===== src/rtl/sl3_rx_pkg.sv =====
// rtl/sl3_rx_pkg.sv - shared types and constants for the SL3 RX burst deframer
package sl3_rx_pkg;

    typedef enum logic [1:0] {
        IDLE    = 2'd0,
        BURST   = 2'd1,
        DISCARD = 2'd2
    } state_t;

    localparam int ERR_SOB_IN_BURST = 0;
    localparam int ERR_OUTSIDE      = 1;
    localparam int ERR_OVERFLOW     = 2;
    localparam int ERR_LINK_DROP    = 3;

    // Marker part of a buffered entry; the full entry is {tag, data}.
    typedef struct packed {
        logic abort;
        logic last;
        logic first;
    } entry_tag_t;

endpackage


===== src/rtl/sl3_rx_fifo.sv =====
// rtl/sl3_rx_fifo.sv - synchronous show-ahead FIFO with free-entry count
module sl3_rx_fifo #(
    parameter int W     = 8,
    parameter int DEPTH = 8,
    localparam int AW   = $clog2(DEPTH)
) (
    input  logic          clk,
    input  logic          resetn,
    input  logic          push,
    input  logic [W-1:0]  push_data,
    input  logic          pop,
    output logic [W-1:0]  pop_data,
    output logic          valid,
    output logic          full,
    output logic [AW:0]   free
);

    logic [W-1:0]  mem [DEPTH];
    logic [AW-1:0] wr_ptr;
    logic [AW-1:0] rd_ptr;
    logic [AW:0]   count;
    logic          do_push;
    logic          do_pop;

    // Push into a full FIFO is only legal when the head leaves in the same cycle.
    assign do_pop   = pop && (count != '0);
    assign do_push  = push && (!full || do_pop);
    assign valid    = (count != '0);
    assign full     = (count == (AW+1)'(DEPTH));
    assign free     = (AW+1)'(DEPTH) - count;
    assign pop_data = mem[rd_ptr];

    // Storage array; contents need no reset because count gates visibility.
    always_ff @(posedge clk) begin
        if (do_push) begin
            mem[wr_ptr] <= push_data;
        end
    end

    // Pointer and occupancy tracking.
    always_ff @(posedge clk) begin
        if (!resetn) begin
            wr_ptr <= '0;
            rd_ptr <= '0;
            count  <= '0;
        end else begin
            if (do_push) wr_ptr <= wr_ptr + 1'b1;
            if (do_pop)  rd_ptr <= rd_ptr + 1'b1;
            count <= count + (AW+1)'(do_push) - (AW+1)'(do_pop);
        end
    end

endmodule


===== src/rtl/sl3_rx_burst_deframer.sv =====
// rtl/sl3_rx_burst_deframer.sv - SL3 RX burst framing checker and buffer (optional SL3_RX_BURST_STATS_EN)
module sl3_rx_burst_deframer
    import sl3_rx_pkg::*;
#(
    parameter int DATA_W        = 256,
    parameter int FIFO_DEPTH    = 8,
    parameter int READY_LATENCY = 2
) (
    input  logic              interface_clock_rx,
    input  logic              interface_clock_reset_rx_n,
    input  logic [DATA_W-1:0] data_rx,
    input  logic              valid_rx,
    input  logic              start_of_burst_rx,
    input  logic              end_of_burst_rx,
    input  logic              link_up_rx,
    output logic              ready_rx,
    output logic [DATA_W-1:0] out_data,
    output logic              out_valid,
    input  logic              out_ready,
    output logic              out_first,
    output logic              out_last,
    output logic              out_abort,
    output logic [3:0]        err_sticky,
    input  logic              err_clear
`ifdef SL3_RX_BURST_STATS_EN
    ,
    output logic [31:0]       burst_count,
    output logic [31:0]       beat_count
`endif
);

    localparam int AW = $clog2(FIFO_DEPTH);

    state_t            state;
    state_t            state_n;
    logic              pending_term;
    logic              pending_n;
    logic              pend_set;
    logic              pend_clr;
    logic              real_push;
    logic              term_push;
    logic              push;
    logic              pop;
    logic              can_accept;
    logic              full;
    logic [AW:0]       free;
    logic [3:0]        err_set;
    entry_tag_t        tag;
    logic [DATA_W-1:0] push_dat;
    entry_tag_t        head_tag;
    logic              ready_n;

    sl3_rx_fifo #(
        .W     (DATA_W + 3),
        .DEPTH (FIFO_DEPTH)
    ) u_fifo (
        .clk       (interface_clock_rx),
        .resetn    (interface_clock_reset_rx_n),
        .push      (push),
        .push_data ({tag, push_dat}),
        .pop       (pop),
        .pop_data  ({head_tag, out_data}),
        .valid     (out_valid),
        .full      (full),
        .free      (free)
    );

    assign pop        = out_valid && out_ready;
    assign can_accept = !full || pop;
    assign out_first  = out_valid && head_tag.first;
    assign out_last   = out_valid && head_tag.last;
    assign out_abort  = out_valid && head_tag.abort;

    // Framing FSM: classifies each beat, decides push/drop, errors and terminator insertion.
    always_comb begin
        state_n   = state;
        real_push = 1'b0;
        tag       = '0;
        push_dat  = data_rx;
        pend_set  = 1'b0;
        pend_clr  = 1'b0;
        err_set   = '0;
        if (!link_up_rx) begin
            // Beats are ignored while the link is down; any open burst is cut.
            if (state == BURST) err_set[ERR_LINK_DROP] = 1'b1;
            if (state != IDLE) begin
                state_n  = IDLE;
                pend_set = 1'b1;
            end
        end else if (valid_rx) begin
            unique case (state)
                IDLE: begin
                    if (!start_of_burst_rx) begin
                        err_set[ERR_OUTSIDE] = 1'b1;
                    end else if (can_accept) begin
                        real_push = 1'b1;
                        tag.first = 1'b1;
                        tag.last  = end_of_burst_rx;
                        tag.abort = pending_term;
                        pend_clr  = 1'b1;
                        state_n   = end_of_burst_rx ? IDLE : BURST;
                    end else begin
                        err_set[ERR_OVERFLOW] = 1'b1;
                        if (!end_of_burst_rx) begin
                            state_n  = DISCARD;
                            pend_set = 1'b1;
                        end
                    end
                end
                BURST: begin
                    if (start_of_burst_rx) err_set[ERR_SOB_IN_BURST] = 1'b1;
                    if (can_accept) begin
                        real_push = 1'b1;
                        tag.first = start_of_burst_rx;
                        tag.abort = start_of_burst_rx;
                        tag.last  = end_of_burst_rx;
                        if (end_of_burst_rx) state_n = IDLE;
                    end else begin
                        err_set[ERR_OVERFLOW] = 1'b1;
                        state_n  = DISCARD;
                        pend_set = 1'b1;
                    end
                end
                DISCARD: begin
                    if (end_of_burst_rx) state_n = IDLE;
                end
                default: state_n = IDLE;
            endcase
        end
        // A terminator fills the first free slot not claimed by a real beat.
        term_push = pending_term && !real_push && can_accept;
        if (term_push) begin
            tag       = '{abort: 1'b1, last: 1'b1, first: 1'b0};
            push_dat  = '0;
        end
        push      = real_push || term_push;
        pending_n = pend_set || (pending_term && !pend_clr && !term_push);
        ready_n   = link_up_rx &&
                    ((int'(free) - int'(push) + int'(pop)) > READY_LATENCY);
    end

    // State, pending terminator and registered backpressure.
    always_ff @(posedge interface_clock_rx) begin
        if (!interface_clock_reset_rx_n) begin
            state        <= IDLE;
            pending_term <= 1'b0;
            ready_rx     <= 1'b0;
        end else begin
            state        <= state_n;
            pending_term <= pending_n;
            ready_rx     <= ready_n;
        end
    end

    // Sticky errors; a fresh error in the clearing cycle survives the clear.
    always_ff @(posedge interface_clock_rx) begin
        if (!interface_clock_reset_rx_n) begin
            err_sticky <= '0;
        end else begin
            err_sticky <= (err_clear ? 4'b0000 : err_sticky) | err_set;
        end
    end

`ifdef SL3_RX_BURST_STATS_EN
    // Completed-burst and real-beat counters; terminators are not counted.
    always_ff @(posedge interface_clock_rx) begin
        if (!interface_clock_reset_rx_n) begin
            burst_count <= '0;
            beat_count  <= '0;
        end else begin
            if (real_push && tag.last && !tag.abort) burst_count <= burst_count + 32'd1;
            if (real_push) beat_count <= beat_count + 32'd1;
        end
    end
`endif

endmodule

===== config.mk =====
export PLATFORM = sky130hd
export DESIGN_NAME = sl3_rx_burst_deframer
export DESIGN_NICKNAME = d
export VERILOG_FILES = /design/src/rtl/sl3_rx_pkg.sv /design/src/rtl/sl3_rx_fifo.sv /design/src/rtl/sl3_rx_burst_deframer.sv
export SDC_FILE = /design/constraint.sdc
export NUM_CORES = 2
export LEC_CHECK = 0
export CORE_ASPECT_RATIO = 0.75
export CORE_MARGIN = 5
export CORE_UTILIZATION = 60
export CTS_BUF_LIST = sky130_fd_sc_hd__clkbuf_8 sky130_fd_sc_hd__clkbuf_16
export DETAILED_ROUTE_END_ITERATION = 7
export PLACE_DENSITY = 0.8
export REMOVE_ABC_BUFFERS = 1
export SYNTH_ARGS = -nofsm -noshare
export SYNTH_HDL_FRONTEND = slang
export SYNTH_SLANG_ARGS = --single-unit

===== constraint.sdc =====
create_clock -name interface_clock_rx -period 56.9 [get_ports interface_clock_rx]
set_clock_uncertainty 0.2 [all_clocks]
set_input_delay 5.69 -clock interface_clock_rx [delete_from_list [all_inputs] [get_ports interface_clock_rx]]
set_output_delay 5.69 -clock interface_clock_rx [all_outputs]
set_load 0.005 [all_outputs]

==> reports/results.tsv <==
stage	metric	value	unit
detailed_routing	Via Count	37166	
sta	min Tclk post-route	12310	ps
layout	Final Util	0.702	
layout	register area	62700	um2
synth	Yosys warnings	0	
worst_setup_path	Crit. End Element	primary output	
synth	FF+latch count, synth	2093	
worst_setup_path	CP max-delay cell	buf_4	
worst_setup_path	Startpoint Class	flip-flop	
clock_tree	post-cts resize count	0	
floorplan	Die Ht	327	um
sta	unrepaired setup endpoints after global routing	no	
detailed_routing	Initial DRT Pass Iterations	5	
layout	multi-input logic area	17000	um2
worst_setup_path	worst r2r dst	u_fifo.mem[3][90]$_DFFE_PP_	
layout	Non-Filler Instances	5972	
worst_setup_path	Crit path required time	51010	ps
clock_tree	CTS root buffer	clkbuf_16	
synth	Syn Std Cell Area	80500	um2
layout	most frequent cells in the layout	2072 x edfxtp_1, 528 x clkdlybuf4s50_1, 518 x mux4_2	
worst_setup_path	max incr delay on CP	920	ps
global_route	GRT busiest layer	met2	
placement	port bufs	528	
layout	share of layout cells above drive strength 1	0.263	
global_route	all-layer global routing usage	0.246	
global_route	total global routing overflow	0	
global_route	initial antenna violation count	29	
worst_setup_path	cell chain of the critical path	buf_4, buf_4, buf_4, buf_4, mux4_2, mux2_2, clkdlybuf4s50_1	
worst_setup_path	Setup crit end	out_data[188]	
floorplan	Top Ports	529	
worst_setup_path	Worst Path Max Fanout	76	
layout	most common cell after layout, fill and taps aside	edfxtp_1	
pwr	worst vdd ir	0.0000363	V
synth	syn avg cell area	23.4	um2
layout	final net count	4316	
worst_setup_path	reg2reg setup slack	51490	ps
floorplan	initial core utilization	0.603	
floorplan	number of cell rows	116	
placement	hpwl dp	90900	um
sta	crit share post-route	0.216	
global_route	largest net degree at the start of global routing	129	
synth	Async SR Flop Fraction	0	
sta	setup violators final	0	
clock_tree	CTS Buffer Depth	3	
sta	fmax	81.2	MHz
synth	Mapped Cells	3436	
clock_tree	H-tree depth	4	
worst_setup_path	FF-to-FF path depth	10	
sta	measured slew at the worst slew-check pin	1210	ps
worst_setup_path	CP most frequent cell	buf_4	
detailed_routing	Routed Antenna Nets	0	
global_route	wire length of the first global-routing pass	256000	um
clock_tree	worst-skew pair later-pin latency	810	ps
synth	synth top area cells	edfxtp_1 77%, mux4_2 14%, mux2_2 3.6%	
sta	slew margin rel.	0.196	
synth	top cell type's share of synthesized area	0.773	
pwr	leak pwr	0.0289	uW
clock_tree	TritonCTS clock tree	done	
global_route	met3 GRT Util	0.0533	
sta	setup TNS	0	ps
worst_setup_path	worst flop-to-flop path startpoint	u_fifo.count[2]$_SDFF_PN0_	
worst_setup_path	critical path class	reg -> out	
synth	EDFF count, synth	2072	
detailed_routing	Starting DRT DRC Count	3957	
layout	fill count	7601	
floorplan	Core Footprint	133000	um2
synth	register area share after synthesis	0.778	
sta	count of final max-slew check failures	0	
clock_tree	CTS buffer count	188	
synth	Synth area leader	edfxtp_1	
global_route	met1 usage	0.335	
pwr	Cell Pwr Density	39.7	nW/um2
detailed_routing	Residual DRC	0	
placement	routability congestion estimate	0.760	
synth	commonest register cell after synthesis	edfxtp_1	
global_route	number of global-route vias before repair	38739	
placement	Post-Place Cells	5617	
floorplan	Die Width	433	um
worst_setup_path	critical path arrival	6420	ps
layout	Area Overhead vs Synth	16.4	%
clock_tree	clock sinks	2093	
clock_tree	hold buffers post-CTS	0	
sta	Final Hold Fails	0	
clock_tree	Reg clk slew, reported paths	60	ps
detailed_routing	DR vias/cell	6.22	
global_route	GRT met2 Usage	0.400	
flow_run	max_cap viols	0	
hold_path	Worst Hold Class	reg -> reg	
clock_tree	postcts setup bufs	0	
synth	Synth cell types	43	
detailed_routing	WL/cell	29.0	um
detailed_routing	routed wire length	173000	um
floorplan	Die Area	142000	um2
status	status	finished, final reports clean	
==> cells by family (layout without fill, tap and decap cells) <==
| kind of cell | after synthesis | count (layout) | share of synthesized area |
|---|---|---|---|
| AO/OA/AOI/OAI | 36 | 36 | 0.00297 |
| flip-flops | 2093 | 2093 | 0.778 |
| XOR/XNOR | 7 | 7 | 0.000762 |
| buffers and inverters | 196 | 943 | 0.0106 |
| other | 0 | 19 | 0 |
| AND/OR/NAND/NOR | 311 | 311 | 0.0235 |
| adder cells (fa/ha/maj) | 15 | 15 | 0.00243 |
| multiplexers | 778 | 778 | 0.181 |
==> cells in the mapped netlist (2+ instances only) <==
library cell / n
a21boi_0: 4
a21oi_1: 10
a31oi_1: 3
and2_1: 264
buf_1: 13
buf_2: 71
buf_6: 4
clkbuf_1: 88
dfxtp_1: 21
edfxtp_1: 2072
ha_1: 14
inv_1: 19
mux2_2: 256
mux2i_1: 4
mux4_2: 518
nand2_1: 14
nand2b_1: 5
nand3_1: 2
nor2_1: 8
nor2b_1: 6
nor3_1: 5
nor3b_1: 3
o211ai_1: 2
o21a_1: 2
o21ai_0: 4
o22ai_1: 2
xnor2_1: 4
xor2_1: 3
==> metal layers <==
layer  vias to the layer above  wire length [um]
met5                         -               131
met4                        20              5410
met3                       277             13000
met2                      1661             88200
met1                     19644             66600
li1                      15564                 -
==> registers in the layout (all words and copies together), names as in the netlist, named ones only <==
register / cells
u_fifo.mem: 2072
err_sticky: 4
u_fifo.count: 4
u_fifo.rd_ptr: 3
u_fifo.wr_ptr: 3
state: 2
pending_term: 1
ready_rx: 1
==> report_power, final <==
| group | leakage (uW) | internal [uW] | switching (uW) |
|---|---|---|---|
| Combinational | 0.00707 | 452 | 332 |
| Clock | 0.00301 | 655 | 539 |
| Sequential | 0.0188 | 1720 | 20.1 |
| Total | 0.0289 | 2830 | 891 |
==> area by class of cell <==
class,instances,share of cell area
Sequential cell,2093,0.669
Tap cell,1770,0.0236
Clock inverter,142,0.0106
Inverter,19,0.000761
Multi-Input combinational cell,1147,0.182
Timing Repair Buffer,588,0.0623
Clock buffer,194,0.0516
Antenna cell,19,0.000508
==> how the worst min path moves through the flow <==
stage	from	endpoint	slack, ps	cells after the start
after floorplan	err_sticky[0]$_SDFF_PN0_	err_sticky[0]$_SDFF_PN0_	270	2
after global placement	err_sticky[0]$_SDFF_PN0_	err_sticky[0]$_SDFF_PN0_	280	2
after detailed placement	err_sticky[0]$_SDFF_PN0_	err_sticky[0]$_SDFF_PN0_	290	2
after CTS	err_sticky[0]$_SDFF_PN0_	err_sticky[0]$_SDFF_PN0_	310	2
after global routing	err_sticky[0]$_SDFF_PN0_	err_sticky[0]$_SDFF_PN0_	350	2
final	err_sticky[0]$_SDFF_PN0_	err_sticky[0]$_SDFF_PN0_	310	2
==> worst max-delay path, delay by kind of cell, from the launching register on <==
family | cells | cell delay (ps)
buffers and inverters | 5 | 3810
flip-flops | 1 | 840
multiplexers | 2 | 710
==> per-stage QoR <==
stage / worst slack (ps) / cell area, um2 / hold WS (ps) / power, uW
floorplan: 24580 / 79700 / 272 / 2710
global placement: 45460 / 87800 / 283 / 2550
detailed placement: 45370 / 87800 / 294 / 2560
CTS: 44440 / 93600 / 306 / 3760
global route: 44270 / 93700 / 353 / 3870
finish: 44590 / 93700 / 305 / 3720
(Power assumes the default switching activity.)
